==> config.mk <==
export PLATFORM = sky130hd
export DESIGN_NAME = gaussian_window_ctrl
export DESIGN_NICKNAME = d
export VERILOG_FILES = /design/src/rtl/gaussian_window_ctrl.sv
export SDC_FILE = /design/constraint.sdc
export NUM_CORES = 1
export LEC_CHECK = 0
export ABC_AREA = 1
export ABC_CLOCK_PERIOD_IN_PS = 4710
export BUFFER_PORTS_ARGS = -buffer_cell sky130_fd_sc_hd__buf_2
export CAP_MARGIN = 5
export CORE_UTILIZATION = 30
export CTS_CLUSTER_SIZE = 30
export DETAILED_ROUTE_END_ITERATION = 6
export GPL_TIMING_DRIVEN = 0
export MAX_ROUTING_LAYER = met4
export SKIP_LAST_GASP = 1
export SLEW_MARGIN = 20
export SYNTH_ARGS = -nofsm -noshare
export SYNTH_HDL_FRONTEND = slang
export SYNTH_SLANG_ARGS = --single-unit
==> constraint.sdc <==
create_clock -name clk -period 4.71 [get_ports clk]
set_clock_uncertainty 0.2 [all_clocks]
set_input_delay 0.471 -clock clk [delete_from_list [all_inputs] [get_ports clk]]
set_output_delay 0.471 -clock clk [all_outputs]
set_load 0.005 [all_outputs]
==> src/rtl/gaussian_window_ctrl.sv <==
`default_nettype none
// ============================================================================
//  gaussian_window_ctrl : raster-to-3x3 zero-padded window sequencer feeding
//  gaussian_filter. Optional macro GAUSS_CTRL_ERR_EN adds a sticky err flag.
//  Revision 1.0
// ============================================================================
module gaussian_window_ctrl #(
   parameter int IMG_WIDTH  = 64,
   parameter int IMG_HEIGHT = 64
) (
   input  logic        clk,
   input  logic        rstN,
   input  logic        start,
   input  logic [7:0]  pix_in,
   input  logic        pix_in_valid,
   output logic        pix_in_ready,
   output logic [71:0] window_out,
   output logic        window_out_valid,
   input  logic        filt_valid,
   output logic        busy,
   output logic        frame_done
`ifdef GAUSS_CTRL_ERR_EN
   ,
   output logic        err
`endif
);

   localparam int CW = $clog2(IMG_WIDTH + 1);
   localparam int RW = $clog2(IMG_HEIGHT + 1);
   localparam int OW = $clog2(IMG_WIDTH * IMG_HEIGHT + 1);
   localparam logic [CW-1:0] COL_LAST  = CW'(IMG_WIDTH);
   localparam logic [RW-1:0] ROW_LAST  = RW'(IMG_HEIGHT - 1);
   localparam logic [OW-1:0] PIX_TOTAL = OW'(IMG_WIDTH * IMG_HEIGHT);

   typedef enum logic [1:0] {
      S_IDLE  = 2'd0,
      S_RUN   = 2'd1,
      S_FLUSH = 2'd2,
      S_DRAIN = 2'd3
   } state_t;

   state_t          state_q, state_d;
   logic [RW-1:0]   row_q, row_d;
   logic [CW-1:0]   col_q, col_d;
   logic [OW-1:0]   cnt_q, cnt_d;
   logic [71:0]     window_out_q, window_out_d;
   logic            window_out_valid_q, window_out_valid_d;
`ifdef GAUSS_CTRL_ERR_EN
   logic            err_q, err_d;
`endif

   logic            proc_en;
   logic            emit;
   logic [7:0]      pixel;
   logic [7:0]      line0_q [IMG_WIDTH+1];
   logic [7:0]      line1_q [IMG_WIDTH+1];
   logic [7:0]      win_q   [3][3];
   logic [7:0]      win_d   [3][3];
   logic [7:0]      col_new [3];
   logic [71:0]     win_masked;

   // FSM, position counters and output counter
   always_comb begin
      state_d      = state_q;
      row_d        = row_q;
      col_d        = col_q;
      cnt_d        = cnt_q;
      proc_en      = 1'b0;
      pixel        = 8'd0;
      pix_in_ready = 1'b0;
      frame_done   = 1'b0;

      case (state_q)
         S_IDLE: begin
            if (start) begin
               state_d = S_RUN;
               row_d   = '0;
               col_d   = '0;
               cnt_d   = '0;
            end
         end
         S_RUN: begin
            if (col_q != COL_LAST) begin
               pix_in_ready = 1'b1;
               proc_en      = pix_in_valid;
               pixel        = pix_in;
            end else begin
               proc_en = 1'b1;
            end
         end
         S_FLUSH: proc_en = 1'b1;
         S_DRAIN: begin
            if (cnt_q == PIX_TOTAL) begin
               frame_done = 1'b1;
               state_d    = S_IDLE;
            end
         end
         default: state_d = S_IDLE;
      endcase

      if (proc_en) begin
         if (col_q == COL_LAST) begin
            col_d = '0;
            if (state_q == S_RUN) begin
               row_d = row_q + RW'(1);
               if (row_q == ROW_LAST) state_d = S_FLUSH;
            end else begin
               state_d = S_DRAIN;
            end
         end else begin
            col_d = col_q + CW'(1);
         end
      end

      if (state_q != S_IDLE && filt_valid) cnt_d = cnt_q + OW'(1);
   end

   // Window shift and zero-padding of the emitted copy
   always_comb begin
      col_new[0] = line1_q[col_q];
      col_new[1] = line0_q[col_q];
      col_new[2] = pixel;
      if (col_q == COL_LAST) begin
         col_new[0] = 8'd0;
         col_new[1] = 8'd0;
         col_new[2] = 8'd0;
      end
      for (int rr = 0; rr < 3; rr++) begin
         win_d[rr][0] = win_q[rr][1];
         win_d[rr][1] = win_q[rr][2];
         win_d[rr][2] = col_new[rr];
      end
      win_masked = '0;
      for (int rr = 0; rr < 3; rr++) begin
         for (int cc = 0; cc < 3; cc++) begin
            if (!((rr == 0 && row_q == RW'(1)) || (cc == 0 && col_q == CW'(1))))
               win_masked[(rr*3+cc)*8 +: 8] = win_d[rr][cc];
         end
      end
      emit               = proc_en && (row_q != '0) && (col_q != '0);
      window_out_valid_d = emit;
      window_out_d       = emit ? win_masked : window_out_q;
`ifdef GAUSS_CTRL_ERR_EN
      err_d = err_q | (start && state_q != S_IDLE) | (filt_valid && state_q == S_IDLE);
`endif
   end

   always_ff @(posedge clk) begin
      if (!rstN) begin
         state_q            <= S_IDLE;
         row_q              <= '0;
         col_q              <= '0;
         cnt_q              <= '0;
         window_out_q       <= '0;
         window_out_valid_q <= 1'b0;
`ifdef GAUSS_CTRL_ERR_EN
         err_q              <= 1'b0;
`endif
      end else begin
         state_q            <= state_d;
         row_q              <= row_d;
         col_q              <= col_d;
         cnt_q              <= cnt_d;
         window_out_q       <= window_out_d;
         window_out_valid_q <= window_out_valid_d;
`ifdef GAUSS_CTRL_ERR_EN
         err_q              <= err_d;
`endif
      end
   end

   // Data storage needs no reset: stale contents are masked by the padding rule
   always_ff @(posedge clk) begin
      if (proc_en) begin
         line1_q[col_q] <= line0_q[col_q];
         line0_q[col_q] <= pixel;
         for (int rr = 0; rr < 3; rr++) begin
            for (int cc = 0; cc < 3; cc++) begin
               win_q[rr][cc] <= win_d[rr][cc];
            end
         end
      end
   end

   assign window_out       = window_out_q;
   assign window_out_valid = window_out_valid_q;
   assign busy             = (state_q != S_IDLE);
`ifdef GAUSS_CTRL_ERR_EN
   assign err              = err_q;
`endif

endmodule
`default_nettype wire

## Word level (Yosys, flattened, before mapping)

Memory sizes are Yosys's and may differ from the RTL's. A register that Yosys moved wholly into a read port is not among the register bits.
Cells that the tools add are included.

| word-level totals | value |
|---|---|
| flip-flop bits (word level) | 102 |
| memory bits (writable) | 1112 |
| bits of input ports | 13 |
| output and inout bits | 76 |
| word-level logic and storage cells | 74 |
| memories | 3 |

| operators by class | value |
|---|---|
| add/sub/neg operators | 3 |
| eq/ne operators | 9 |
| mux-type cells | 39 |
| reduce and logical (&&, ||, !) cells | 14 |

Memories:

| name | depth | width | rd ports | clocked after Yosys merged registers in | write ports | RTL line | text |
|---|---|---|---|---|---|---|---|
| line0_q | 65 | 8 | 1 | 1 | 1 | 55 | `logic [7:0] line0_q [IMG_WIDTH+1];` |
| line1_q | 65 | 8 | 1 | 1 | 1 | 56 | `logic [7:0] line1_q [IMG_WIDTH+1];` |
| win_q | 3 | 24 | 3 | 0 | 3 | 57 | `logic [7:0] win_q [3][3];` |

Operator list:

| kind | number |
|---|---|
| two-way mux 7 bit | 13 |
| two-way mux 8 bit | 7 |
| two-way mux 13 bit | 3 |
| two-way mux 24 bit | 1 |
| adder 7 x 1 -> 7 bit (second input constant) | 2 |
| == test 7 x 1 -> 1 bit (second input constant) | 2 |
| nonzero test 7 bit | 2 |
| adder 13 x 1 -> 13 bit (second input constant) | 1 |
| == test 13 bit (second input constant) | 1 |
| two-way mux 2 bit | 6 |
| nonzero test 2 bit | 5 |
| == test 7 x 6 -> 1 bit (second input constant) | 1 |
| == test 7 bit (second input constant) | 1 |
| two-way mux 1 bit | 7 |
| != test 7 bit (second input constant) | 1 |
| == test 2 bit (second input constant) | 2 |
| one-hot mux 2 bit (2 select lines) | 1 |
| AND reduction 2 bit | 2 |
| logical AND 1 bit | 3 |
| == test 2 x 1 -> 1 bit (second input constant) | 1 |
| zero test 2 bit | 1 |
| one-hot mux 1 bit (2 select lines) | 1 |
| logical OR 1 bit | 1 |

## Logic depth before layout (Yosys ltp)

| logic depth | value |
|---|---|
| word-level depth | 7 |
| gate-level depth with buffers | 14 |
| depth with buffers taken out | 13 |

## Least setup slack after synthesis

OpenSTA, ideal clock, no wires.

| timing path | value |
|---|---|
| kind | register -> register |
| from | reg col_q[0] |
| to | mem line0_q[0][0], enable pin |
| library setup time | 0.409 ns |
| arrival time | 3.197 ns |
| required time | 4.101 ns |
| path slack | 0.903 ns |
| cell stages (with the launch flop) | 12 |
| path through | dfxtp_1 > clkinv_1 > ha_1 > nand2_4 > nor2_4 > nor2_2 > o21bai_4 > nand2_4 > inv_4 > buf_4 > nand4_2 > nor3_1 |

| between the ends | value |
|---|---|
| word-level cells in the longest chain between the ends | 5 |

Ends and longest elaborated chain:

| element | RTL line | text |
|---|---|---|
| from (decl) | 44 | `logic [CW-1:0] col_q, col_d;` |
| from (signal assigned) | 162 | `col_q <= col_d;` |
| != test 7 bit | 83 | `if (col_q != COL_LAST) begin` |
| two-way mux 1 bit | 83 |  |
| one-hot mux 1 bit (2 select lines) | 73 | `case (state_q)` |
| via proc_en | 52 | `logic proc_en;` |
| two-way mux 1 bit | 174 | `if (proc_en) begin` |
| two-way mux 1 bit (implied by the code) | 176 | `line0_q[col_q] <= pixel;` |
| to (decl) | 55 |  |

The timed path passes the listed nets, and every way through them passes these cells.

## Worst setup path after layout

| timing path | value |
|---|---|
| from | reg col_q[0] |
| to | mem line1_q[46][0], enable pin |

| between the ends | value |
|---|---|
| word-level cells in the longest chain between the ends | 5 |

Ends and longest elaborated chain:

| element | RTL line | text |
|---|---|---|
| != test 7 bit | 83 |  |
| two-way mux 1 bit | 83 |  |
| one-hot mux 1 bit (2 select lines) | 73 |  |
| via proc_en | 52 |  |
| two-way mux 1 bit | 174 |  |
| two-way mux 1 bit (implied by the code) | 175 | `line1_q[col_q] <= line0_q[col_q];` |
| to (decl) | 56 |  |

The timed path passes the listed nets, and every way through them passes these cells.

==> summary.txt <==
Worst setup path
  – Worst setup path category: reg -> reg
  – Reg2reg setup slack: 70 ps
  – FF-to-FF path depth: 12
  – Critical path capture point: line1_q[46][0]
  – Crit path max fanout: 57
  – Cell class contributing the biggest share of worst-path delay: simple AND/OR/NAND/NOR gates
  – Reg2Reg Launch Point: col_q[0]
  – WP data arrival: 4890 ps
  – CP Launch Type: register
  – Worst Setup SP: col_q[0]
  – Crit path required time: 4950 ps
  – Worst r2r dst: line1_q[46][0]
  – Critical Path Stages: 12
  – CP Cell Sequence: clkinv_1, ha_1, nand2_4, nor2_4, nor2_2, o21bai_4, nand2_4, inv_4, buf_4, nand4_1, nor2_2, buf_6
  – Critical Path Slowest Stage Cell: nor2_2
  – Max incr delay on CP: 860 ps
  – Buf/Inv on CP: 4
  – Crit. End Element: register

STA
  – Final setup fails: 0
  – Max_slew headroom: 0.221
  – Tightest Pin Transition: 1170 ps
  – Final Hold Vio Count: 0
  – Minimum clock period: 4640 ps
  – Setup TNS: 0 ps
  – RSZ-0062 raised after global routing: yes
  – Slew Limit Fails: 0
  – Hold slack final: 95.3 ps
  – Crit share post-route: 0.986
  – Fmax: 0.215 GHz

Die
  – Starting Density: 0.303
  – Die Ht: 402 µm
  – IO Pins: 89
  – Die ar.: 162000 µm²
  – Site row count: 146
  – Die Width: 402 µm
  – Core area: 159000 µm²

Place
  – DP Cell Count: 6393
  – Placed cell areas: 52400 µm²
  – DP HPWL: 104 mm
  – Placer congestion estimate: 0.986
  – PortBufs: 87

Synth
  – Async SR Flop Fraction: 0
  – Synth top area share: 0.680
  – Most common cell in the netlist: nand2_1
  – Cell Area, Synth: 48000 µm²
  – Syn Nets: 4200
  – Flops & latches, synth: 1197
  – Top_reg_cell synth: edfxtp_1
  – Ys Warns: 0
  – Leading area contributor after synthesis: edfxtp_1
  – Unique masters post-synth: 43
  – Largest cells by area after synthesis: edfxtp_1 (68%), nand3_1 (11%), nand2_1 (10%), dfxtp_1 (4.5%), buf_2 (1.1%)
  – Post-Synthesis Cells: 4175
  – Post-Syn Area per Cell: 11.5 µm²
  – Post-synth top cells: nand2_1 (1340), edfxtp_1 (1088), nand3_1 (1025), dfxtp_1 (109), buf_2 (108)
  – Seq/Total Area, Yosys: 0.726
  – Number of synthesized flops with an enable pin: 1088

Layout
  – Filler instances: 15394
  – Register cell area after layout: 34900 µm²
  – Fraction of layout cells with a size suffix above 1: 0.122
  – Post-Route Utilization: 0.357
  – Fin nets: 4492
  – Multi-input logic area: 12100 µm²
  – Final Cell Area: 56600 µm²
  – Area grow syn2layout: 18.0%
  – Final cell count without fillers: 6641

GRT
  – Global route total overflow: 0
  – Pin count of the biggest net entering global routing: 66
  – Initial antenna violation count: 2
  – First-pass GRT wire length: 217 mm
  – Vias in the first global route: 32280
  – Gr usage total: 0.187

CTS
  – Num CTS Buffers: 133
  – CTS tree: yes
  – Max clock buf depth: 3
  – Clock sinks: 1197
  – Setup Buffers After CTS: 0
  – Clock Pin Slew Worst Setup and Hold Paths: 60 ps
  – Post_cts resized: 0
  – CTS Root Cell: clkbuf_16
  – H-Tree Depth: 4
  – Later-pin clock latency in the skew report: 750 ps

Pwr
  – Total power divided by cell area: 393 nW/µm²
  – Peak VDD IR: 277 µV
  – Leak: 19.9 nW

Detailed routing
  – Via count: 33652
  – Drt pass-1 iters: 5
  – Wire per inst: 22.5 µm
  – Post-Route WL: 150 mm
  – Post-DR vias/cell: 5.07
  – Initial drt markers: 3856
  – DRC violation count after routing: 0
  – Post-route ant nets: 0

Hold path
  – Min-delay worst type: in -> reg

Outcome
  – Status: complete, no violations

Run
  – Max cap viols: 0
-- layout by cell type, fill, tap and decap left out, types with 29 or more instances in the layout --
cell | synthesis | routed
edfxtp_1 | 1088 | 1088
nand3_1 | 1025 | 1025
nand2_1 | 1340 | 1332
inv_1 | 64 | 59
nor2_1 | 106 | 42
clkbuf_16 | 0 | 135
nor2_4 | 1 | 37
nor2_2 | 1 | 29
buf_2 | 108 | 197
dfxtp_1 | 109 | 109
clkbuf_1 | 96 | 126
buf_1 | 43 | 43
a21oi_1 | 64 | 64
-- tightest hold or removal path: stages --
cell      delay, ps
buf_2           100
nor2_2           50
o21bai_4        120
nand2_4          80
nand2_1          90
a21oi_1          80
-- layer usage --
metal,vias up,track usage,routed length [µm]
met5,-,-,0
li1,15298,-,-
met2,1467,0.302,71600
met3,309,0.0289,12000
met1,16578,0.236,60300
met4,0,0.0755,5940
-- state kept, by name (all words and copies together), names as in the netlist, named ones only --
name	count
col_q	7
window_out_valid	1
win_q	48
state_q	2
window_out	72
line0_q	520
row_q	7
line1_q	520
cnt_q	13
-- where the power goes --
group	switching, mW	leakage, nW	internal (mW)
combinational	0.537	7.25	0.158
sequential	0.00623	10.7	11.6
clock	4.26	1.99	5.65
total	4.81	19.9	17.4
-- worst min path at each step --
stage                 startpoint  depth (start not counted)  slack (ps)            to
detailed placement   win_q[2][6]                          0         240  win_q[2][14]
floorplan            win_q[0][2]                          0         230  win_q[0][10]
global route        pix_in_valid                          6         110      register
CTS                 pix_in_valid                          6          60      register
finish              pix_in_valid                          6         100      col_q[0]
global placement     win_q[2][5]                          0         230  win_q[2][13]
-- cell type report --
cell class / instances / share of cell area
Multi-Input combinational cell: 2646 / 0.214
Timing Repair Buffer: 157 / 0.0262
Antenna cell: 1 / 0.0000442
Tap cell: 2072 / 0.0458
Sequential cell: 1197 / 0.615
Clock buffer: 168 / 0.0624
Inverter: 74 / 0.00519
Buffer: 258 / 0.0204
Clock inverter: 68 / 0.0102
-- timing repair --
item	4_1_cts	5_1_grt
hold buffers	11	0
hold endpoints to repair	18	0
endpoints found under the setup margin	0	25
-- logic make-up (layout without fill, tap and decap cells) --
family | Yosys count | count (layout) | synth area share
other | 0 | 1 | 0
AO/OA/AOI/OAI | 115 | 115 | 0.0135
flip-flops | 1197 | 1197 | 0.726
buffers and inverters | 332 | 725 | 0.0299
AND/OR/NAND/NOR | 2519 | 2519 | 0.228
adder cells (fa/ha/maj) | 12 | 12 | 0.00313
-- stage by stage --
step | power, mW | setup slack, ps
after global routing | 22.8 | -83.5
after floorplan | 12.2 | 903
after detailed placement | 12.5 | 76.5
after CTS | 22.3 | 35.3
final | 22.2 | 66.1
after global placement | 12.5 | -2450
No activity file was read; power rests on OpenSTA's default activity.
